$ cat src/rtl/kb_char_queue.sv
// kb_char_queue
//   Turns raw PS/2 set-2 scan codes into a buffered ASCII character stream.
//   Break (F0) and extended (E0) sequences are stripped. Make codes are
//   translated to ASCII and pushed into a first-word-fall-through FIFO.
//
// Ports
//   clk             system clock
//   reset           asynchronous, active-low reset
//   scan_code       scan code from the keyboard receiver
//   scan_code_ready code-complete strobe; only its rising edge is used
//   letter_case     1 = upper-case letters, latched together with the code
//   rd_en           pop request; ignored while the FIFO is empty
//   char_out        ASCII character at the FIFO head, 0x00 when empty
//   char_valid      FIFO not empty
//   full            FIFO full
//   count           FIFO occupancy (0 .. 2**DEPTH_LOG2)
//   overflow        sticky; a character was dropped on a full FIFO
//
// Build option
//   KB_CHAR_QUEUE_TYPEMATIC_FILTER_EN : suppress keyboard auto-repeat. A make
//   code equal to the last pushed code is dropped until its break is seen.
module kb_char_queue #(
    parameter int DEPTH_LOG2 = 4
) (
    input  logic                clk,
    input  logic                reset,
    input  logic [7:0]          scan_code,
    input  logic                scan_code_ready,
    input  logic                letter_case,
    input  logic                rd_en,
    output logic [7:0]          char_out,
    output logic                char_valid,
    output logic                full,
    output logic [DEPTH_LOG2:0] count,
    output logic                overflow
);
    localparam int DEPTH = 1 << DEPTH_LOG2;

    typedef enum logic [1:0] {IDLE, BREAK, EXT, EXT_BREAK} state_t;

    typedef struct packed {
        logic [7:0] code;
        logic       upper;
    } cap_t;

    // Returns {mapped, ascii}. Letters are listed lower case and flipped
    // to upper case by clearing bit 5.
    function automatic logic [8:0] xlate(input logic [7:0] c, input logic up);
        logic [7:0] a;
        logic       m;
        a = 8'h00;
        m = 1'b1;
        case (c)
            8'h1C: a = "a";  8'h32: a = "b";  8'h21: a = "c";  8'h23: a = "d";
            8'h24: a = "e";  8'h2B: a = "f";  8'h34: a = "g";  8'h33: a = "h";
            8'h43: a = "i";  8'h3B: a = "j";  8'h42: a = "k";  8'h4B: a = "l";
            8'h3A: a = "m";  8'h31: a = "n";  8'h44: a = "o";  8'h4D: a = "p";
            8'h15: a = "q";  8'h2D: a = "r";  8'h1B: a = "s";  8'h2C: a = "t";
            8'h3C: a = "u";  8'h2A: a = "v";  8'h1D: a = "w";  8'h22: a = "x";
            8'h35: a = "y";  8'h1A: a = "z";
            8'h45: a = "0";  8'h16: a = "1";  8'h1E: a = "2";  8'h26: a = "3";
            8'h25: a = "4";  8'h2E: a = "5";  8'h36: a = "6";  8'h3D: a = "7";
            8'h3E: a = "8";  8'h46: a = "9";
            8'h29: a = 8'h20;
            8'h5A: a = 8'h0D;
            8'h66: a = 8'h08;
            default: m = 1'b0;
        endcase
        if (up && a >= 8'h61) a = a & 8'hDF;
        return {m, a};
    endfunction

    logic                  ready_q;
    logic                  pend;
    cap_t                  cap;
    state_t                state;
    logic [DEPTH_LOG2-1:0] wr_ptr, rd_ptr;
    logic [7:0]            mem [DEPTH];
    logic                  accept, mapped, push, pop, push_ok;
    logic [7:0]            ascii;
`ifdef KB_CHAR_QUEUE_TYPEMATIC_FILTER_EN
    logic [7:0]            rep;
`endif

    assign accept = scan_code_ready & ~ready_q;

    always_comb begin
        {mapped, ascii} = xlate(cap.code, cap.upper);
        // F0/E0 are not in the table, so mapped already excludes prefixes.
        push = pend && (state == IDLE) && mapped;
`ifdef KB_CHAR_QUEUE_TYPEMATIC_FILTER_EN
        if (cap.code == rep) push = 1'b0;
`endif
    end

    assign char_valid = (count != '0);
    assign full       = count[DEPTH_LOG2];
    assign char_out   = char_valid ? mem[rd_ptr] : 8'h00;
    assign pop        = rd_en & char_valid;
    // A full FIFO still accepts a push when a pop frees a slot on the same edge.
    assign push_ok    = push & (~full | pop);

    always_ff @(posedge clk or negedge reset) begin
        if (!reset) begin
            ready_q  <= 1'b0;
            pend     <= 1'b0;
            cap      <= '0;
            state    <= IDLE;
            wr_ptr   <= '0;
            rd_ptr   <= '0;
            count    <= '0;
            overflow <= 1'b0;
`ifdef KB_CHAR_QUEUE_TYPEMATIC_FILTER_EN
            rep      <= 8'h00;
`endif
        end else begin
            ready_q <= scan_code_ready;
            pend    <= accept;
            if (accept) cap <= '{code: scan_code, upper: letter_case};

            if (pend) begin
                case (state)
                    IDLE: begin
                        if (cap.code == 8'hF0)      state <= BREAK;
                        else if (cap.code == 8'hE0) state <= EXT;
`ifdef KB_CHAR_QUEUE_TYPEMATIC_FILTER_EN
                        else if (mapped)            rep   <= cap.code;
`endif
                    end
                    BREAK: begin
                        state <= IDLE;
`ifdef KB_CHAR_QUEUE_TYPEMATIC_FILTER_EN
                        if (cap.code == rep) rep <= 8'h00;
`endif
                    end
                    EXT:       state <= (cap.code == 8'hF0) ? EXT_BREAK : IDLE;
                    default:   state <= IDLE;
                endcase
            end

            if (push && !push_ok) overflow <= 1'b1;
            if (push_ok) wr_ptr <= wr_ptr + 1'b1;
            if (pop)     rd_ptr <= rd_ptr + 1'b1;
            case ({push_ok, pop})
                2'b10:   count <= count + 1'b1;
                2'b01:   count <= count - 1'b1;
                default: count <= count;
            endcase
        end
    end

    // Storage carries no reset; occupancy alone decides what is visible.
    always_ff @(posedge clk) begin
        if (push_ok) mem[wr_ptr] <= ascii;
    end
endmodule

$ cat config.mk
export PLATFORM = sky130hd
export DESIGN_NAME = kb_char_queue
export DESIGN_NICKNAME = d
export VERILOG_FILES = /design/src/rtl/kb_char_queue.sv
export SDC_FILE = /design/constraint.sdc
export NUM_CORES = 1
export LEC_CHECK = 0
export BUFFER_PORTS_ARGS = -buffer_cell sky130_fd_sc_hd__buf_4
export CORE_MARGIN = 4
export CORE_UTILIZATION = 26
export CTS_BUF_LIST = sky130_fd_sc_hd__clkbuf_4
export CTS_CLUSTER_DIAMETER = 100
export CTS_CLUSTER_SIZE = 30
export DETAILED_ROUTE_END_ITERATION = 8
export GPL_ROUTABILITY_DRIVEN = 0
export PLACE_DENSITY_LB_ADDON = 0.12
export SYNTH_ARGS = -nofsm -noshare
export SYNTH_HDL_FRONTEND = slang
export SYNTH_SLANG_ARGS = --single-unit
$ cat constraint.sdc
create_clock -name clk -period 4.32 [get_ports clk]
set_clock_uncertainty 0.15 [all_clocks]
set_input_delay 1.08 -clock clk [delete_from_list [all_inputs] [get_ports clk]]
set_output_delay 1.08 -clock clk [all_outputs]
set_load 0.02 [all_outputs]
# --- After elaboration in Yosys (flattened, before gate mapping) ---
# Memories as Yosys holds them, arrays and structs flattened.
# Index checks and enable logic that the tools add are counted.
classes:
  addsub: 4
  multipliers: 0
  div_mod_pow: 0
  magnitude_cmp: 1
  n_eq_ne: 45
  shift: 0
  mux: 11
  bitwise: 6
  reduce_logical: 10
op_table:
  columns: ["operator", "count"]
  rows:
  - ["one-hot mux 7 bit (39 select lines)", 1]
  - ["== test 8 x 6 -> 1 bit, second input constant", 23]
  - ["== test 8 x 7 -> 1 bit, second input constant", 9]
  - ["== test 8 x 5 -> 1 bit, second input constant", 7]
  - ["OR reduction 39 bit", 1]
  - ["== test 8 bit, second input constant", 2]
  - ["one-hot mux 5 bit (2 select lines)", 1]
  - ["adder 4 x 1 -> 4 bit, second input constant", 2]
  - ["two-way mux 8 bit", 1]
  - ["greater-or-equal comparator 7 bit, second input constant", 1]
  - ["two-way mux 2 bit", 3]
  - ["two-way mux 6 bit", 1]
  - ["adder 5 x 1 -> 5 bit, second input constant", 1]
  - ["nonzero test 5 bit", 1]
  - ["subtractor 5 x 1 -> 5 bit, second input constant", 1]
  - ["== test 2 bit, second input constant", 2]
  - ["logical AND 1 bit", 4]
  - ["one-hot mux 2 bit (2 select lines)", 1]
  - ["AND 1 bit", 3]
  - ["two-way mux 1 bit", 3]
  - ["!= test 3 x 1 -> 1 bit, second input constant", 1]
  - ["== test 2 x 1 -> 1 bit, second input constant", 1]
  - ["zero test 2 bit", 1]
  - ["NOT 1 bit", 2]
  - ["other kinds (4)", 4]
word_totals:
  register_bits: 27
  latchBits: 0
  mem_bits_rw: 112
  romBits: 0
  in_bits: 13
  wordCells: 87
  n_memories: 1
mem_list:
  columns: ["name", "words", "word_bits", "rd", "rd_ports_with_merged_regs", "wr", "line_no", "text"]
  rows:
  - ["mem", 16, 7, 1, 0, 1, "78", "logic [7:0] mem [DEPTH];"]

# --- Logic depth before layout (Yosys ltp) ---
depth:
  ltp_word: 7
  mapped_depth: 19

# --- Worst setup path before layout ---
# No wires, ideal clock.
synth_timing:
  path_type: "flip-flop to flip-flop"
  from: "register cap[5] in the netlist's numbering"
  to: "register count[4]"
  arrival_ns: 3.353
  required_ns: 4.047
  setup_slack_ns: 0.694
  stages_incl_launch_ff: 19
  n_path_buf: 3
  path_cell_list: "dfrtp_1 -> buf_6 -> and3b_4 -> o211ai_2 -> nand3_2 -> nor4_4 -> a21oi_4 -> buf_6 -> inv_1 -> ha_1 -> clkbuf_1 -> xor2_1 -> ha_1 -> o21a_1 -> o22a_1 -> a21oi_1 -> xor2_1 -> nor2_1 -> xnor2_1"
synth_between:
  elab_chain_cells: 7
  elab_cells_between_ends: 47
  classes_between: "eq/ne: 41; mux: 2; bitwise: 1; reduce/logical: 3"
synth_rtl:
  columns: ["element", "line_no", "text"]
  rows:
  - ["start: declaration", "75", "cap_t cap;"]
  - ["start signal: assignment", "119", "if (accept) cap <= '{code: scan_code, upper: letter_case};"]
  - ["== test 8 x 7 -> 1 bit (tied with other cells)", "53", "case (c)"]
  - ["OR reduction 39 bit (no line) (*)", null, null]
  - ["two-way mux 1 bit (*)", "53", null]
  - ["logical AND 1 bit (*)", "90", "push = pend && (state == IDLE) && mapped;"]
  - ["AND 1 bit (*)", "101", "assign push_ok = push & (~full | pop);"]
  - ["== test 2 x 1 -> 1 bit or == test 2 bit (tied branches)", "144", "case ({push_ok, pop})"]
  - ["one-hot mux 5 bit (2 select lines) or nonzero test 2 bit (tied branches)", null, null]
  - ["end signal: assignment", "145", "2'b10: count <= count + 1'b1;"]
  - ["end signal: assignment", "146", "2'b01: count <= count - 1'b1;"]
  - ["end signal: assignment", "147", "default: count <= count;"]
  - ["end: declaration", "34", "output logic [DEPTH_LOG2:0] count,"]
# Mark *: on every way between the ends. The rest lies on a longest branch, timed or not.
# A chain may end at the register's enable or synchronous reset.

# --- Final worst setup path ---
layout_timing:
  from: "register rd_ptr[1]"
  to: "output char_out[1]"
layout_between:
  elab_chain_cells: 2
layout_rtl:
  columns: ["element", "line_no", "text"]
  rows:
  - ["start: declaration", "77", "logic [DEPTH_LOG2-1:0] wr_ptr, rd_ptr;"]
  - ["start signal: assignment", "143", "if (pop) rd_ptr <= rd_ptr + 1'b1;"]
  - ["memory (16 x 7 bit)", null, null]
  - ["two-way mux 8 bit", "98", "assign char_out = char_valid ? mem[rd_ptr] : 8'h00;"]
  - ["end: declaration", "31", "output logic [7:0] char_out,"]
# Every way passes these cells.

==> flow_metrics.env <==
export IMPL_timing_hold_worst_class="in2async"
export IMPL_internal_power_uw=2670
export IMPL_period_utilization_pct=92.3
export IMPL_synthToLayoutAreaGrowth_pct=14.0
export IMPL_count_of_buffers_inserted_at_the_top_level_ports=27
export IMPL_total_global_route_track_usage_pct=11.7
export IMPL_max_clock_freq_mhz=251
export IMPL_path_max_fanout=31
export IMPL_power_share_clock_pct=22.3
export IMPL_period_minus_slack_ns=3.99
export IMPL_nets=505
export IMPL_grt_start_max_net_pins=32
export IMPL_most_common_layout_cells="112 x edfxtp_1, 44 x buf_4, 35 x mux4_2"
export IMPL_postCtsResizedCells=0
export IMPL_timing_critical_path_slowest_cell_delay_ns=0.95
export IMPL_slew_headroom_pct=17.7
export IMPL_crit_path_top_delay_cell="dfrtp_2"
export IMPL_firstDrtPassIters=6
export IMPL_timing_reg2reg_setup_slack_ns=0.41
export IMPL_floorplan_initialDensity_pct=26.5
export IMPL_hold_viol=0
export IMPL_grt_setup_unrepaired="no"
export IMPL_power_switching_fraction_pct=37.2
export IMPL_synth_flop_cell="edfxtp_1"
export IMPL_timing_critical_path_from_type="flip-flop"
export IMPL_filler_cell_count=2548
export IMPL_htree_num_levels=4
export IMPL_netlist_area_leader_share_pct=50.1
export IMPL_rr_startpoint="cap[5]"
export IMPL_grt_antenna_before_repair=1
export IMPL_grt_pass1_wl_mm=25.0
export IMPL_post_cts_buffers=0
export IMPL_die_height_um=169
export IMPL_wl_mm=16.3
export IMPL_die_area_um2=28500
export IMPL_clock_sink_count=139
export IMPL_path_cells="mux4_2 -> mux4_2 -> nor2b_1 -> buf_4"
export IMPL_met2_wl_mm=8.07
export IMPL_dp_final_hpwl_mm=10.7
export IMPL_synthesized_netlist_cell_count=448
export IMPL_worst_ir_drop_vdd_mv=0.337
export IMPL_vias=3941
export IMPL_power_density_nw_per_um2=555
export IMPL_ys_warnings_count=0
export IMPL_final_hold_worst_slack_ns=0.282
export IMPL_asyncSetResetFlopFracSynth_pct=19.4
export IMPL_synth_seq_area_share_pct=60.1
export IMPL_core_ar_um2=25300
export IMPL_drt_initial_drc_count=321
export IMPL_drt_antenna_violating_nets=0
export IMPL_run_status="finished, final reports clean"
export IMPL_drive_gt1_share_pct=29.2
export IMPL_clock_tree_from_tritoncts="built"
export IMPL_post_cts_hold_buffer_count=0
export IMPL_die_w_um=169
export IMPL_r2r_end="count[4]"
export IMPL_synth_top_area_cell="edfxtp_1"
export IMPL_total_leakage_power_uw=0.00265
export IMPL_setup_violations_final=0
export IMPL_clk_insertion_delay_late_ns=0.55
export IMPL_worst_case_reg_to_reg_path_depth=16
export IMPL_route_detailed_wl_per_inst_um=19.7
export IMPL_postSynthNetCount=470
export IMPL_max_slew_violation_count=0
export IMPL_grt_overflow_total=0
export IMPL_synthDistinctLibCells=76
export IMPL_clk_pin_slew_ns=0.16
export IMPL_rows=58
export IMPL_cts_buffers_inserted=17
export IMPL_grt_pass1_vias=4087
export IMPL_most_prevalent_standard_cell_on_the_critical_path="mux4_2"
export IMPL_most_common_cell_after_layout_fill_and_taps_aside="edfxtp_1"
export IMPL_synth_area_per_cell_um2=15.0
export IMPL_combPwrFrac_pct=34.7
export IMPL_flop_and_latch_count_out_of_synthesis=139
export IMPL_worst_endpoint_required_ns=3.09
export IMPL_cts_root_to_sink_buffers=2
export IMPL_post_synth_instance_area_um2=6720
export IMPL_slew_at_the_pin_with_the_worst_max_slew_slack_ns=1.23
export IMPL_drc=0
export IMPL_setup_worst_path_class="reg2out"
export IMPL_sequential_cell_fraction_of_total_power_pct=43.0
export IMPL_switching_power_uw=1580
export IMPL_arrival_ns=2.76
export IMPL_main_area_contributors_after_synthesis="edfxtp_1 50%, mux4_2 12%, dfrtp_1 10%"
export IMPL_dr_max_layer_used="met4"
export IMPL_setup_tns_final_ns=0
export IMPL_root_buffer="clkbuf_4"
export IMPL_synth_edff_count=112
export IMPL_wirelength_met1_mm=7.52
export IMPL_ioPinCount=29
export IMPL_worst_setup_path_end_kind="output pin"
export IMPL_drt_vias_per_instance=4.76
export IMPL_wl_met3_um=540
export IMPL_drv_cap=0
-- cells in the mapped netlist, drive strengths merged, types with 4 or more instances --
library cell and count:
edfxtp 112, mux4 35, nand2 30, dfrtp 27, nor2b 22, o21ai 20
buf 19, a21oi 15, and3 13, nor2 13, inv 11, nand3 11
clkbuf 10, ha 9, mux2 9, xor2 8, xnor2 7, and2 6
a22oi 4, nor3b 4, nor4b 4, o2111ai 4
-- registers in the layout, indices dropped and copies added, names as in the netlist --
signal	flops
cap	9
count	5
mem	112
overflow	1
pend	1
rd_ptr	4
ready_q	1
state	2
wr_ptr	4
-- worst max-delay path: cells and delay by family, from the launching register on --
family | cells | cell delay (ns)
DFF | 1 | 0.95
muxes | 2 | 0.94
buffers and inverters | 1 | 0.16
and+or+nand+nor | 1 | 0.15
-- power by group through the flow --
| stage | logic (uW) | registers (uW) | clock network, uW |
|---|---|---|---|
| finish | 1480 | 1830 | 947 |
| global route | 1610 | 1850 | 1050 |
| CTS | 1510 | 1830 | 986 |
| detailed placement | 1510 | 1860 | 0 |
| global placement | 1500 | 1860 | 0 |
| floorplan | 1110 | 1730 | 0 |
-- worst max path at each step --
stage          depth (start not counted)  slack, ns           to  startpoint
3_3_place_gp                          16       0.47     count[4]      cap[5]
3_5_place_dp                          16       0.46     count[4]      cap[5]
4_1_cts                                4       0.24  char_out[1]   rd_ptr[1]
6_report                               4       0.33  char_out[1]   rd_ptr[1]
5_1_grt                               15       0.02     count[4]      cap[6]
2_1_floorplan                         18       0.69     count[4]      cap[5]
-- layer usage --
metal / vias up / GRT usage, %
met3: 16 / 2.62
met5: - / 0
met4: 0 / 3.28
met1: 2019 / 15.6
met2: 88 / 19.4
li1: 1818 / -
-- cells by family after synthesis --
family / synth area share, %
adders and majority gates: 1.68
and+or+nand+nor: 11.6
buffers and inverters: 3.11
muxes: 13.3
other: 0.0558
AOI/OAI and AO/OA: 8.07
xor gates and xnor gates: 2.07
DFF: 60.1
-- area by class of cell --
type | instances | area [um^2] | area share, %
clock buffer | 17 | 128 | 1.67
antenna | 2 | 5.00 | 0.0654
clock inverter | 15 | 199 | 2.60
timing repair buffer | 45 | 350 | 4.58
multi-input combinational | 269 | 2480 | 32.4
sequential | 139 | 4040 | 52.8
inverter | 11 | 41.3 | 0.539
tap | 330 | 413 | 5.39
-- per-stage QoR --
stage / total power [uW] / util, % / std cells / cell area [um^2] / setup WS (ns)
4_1_cts: 4330 / 30.2 / 826 / 7650 / 0.242
5_1_grt: 4520 / 30.2 / 828 / 7650 / 0.0189
3_3_place_gp: 3360 / 28.9 / 794 / 7320 / 0.468
3_5_place_dp: 3370 / 28.9 / 794 / 7320 / 0.455
2_1_floorplan: 2830 / - / 448 / 6720 / 0.694
6_report: 4250 / 30.2 / 828 / 7650 / 0.333
Power figures use the tool's default switching activity.
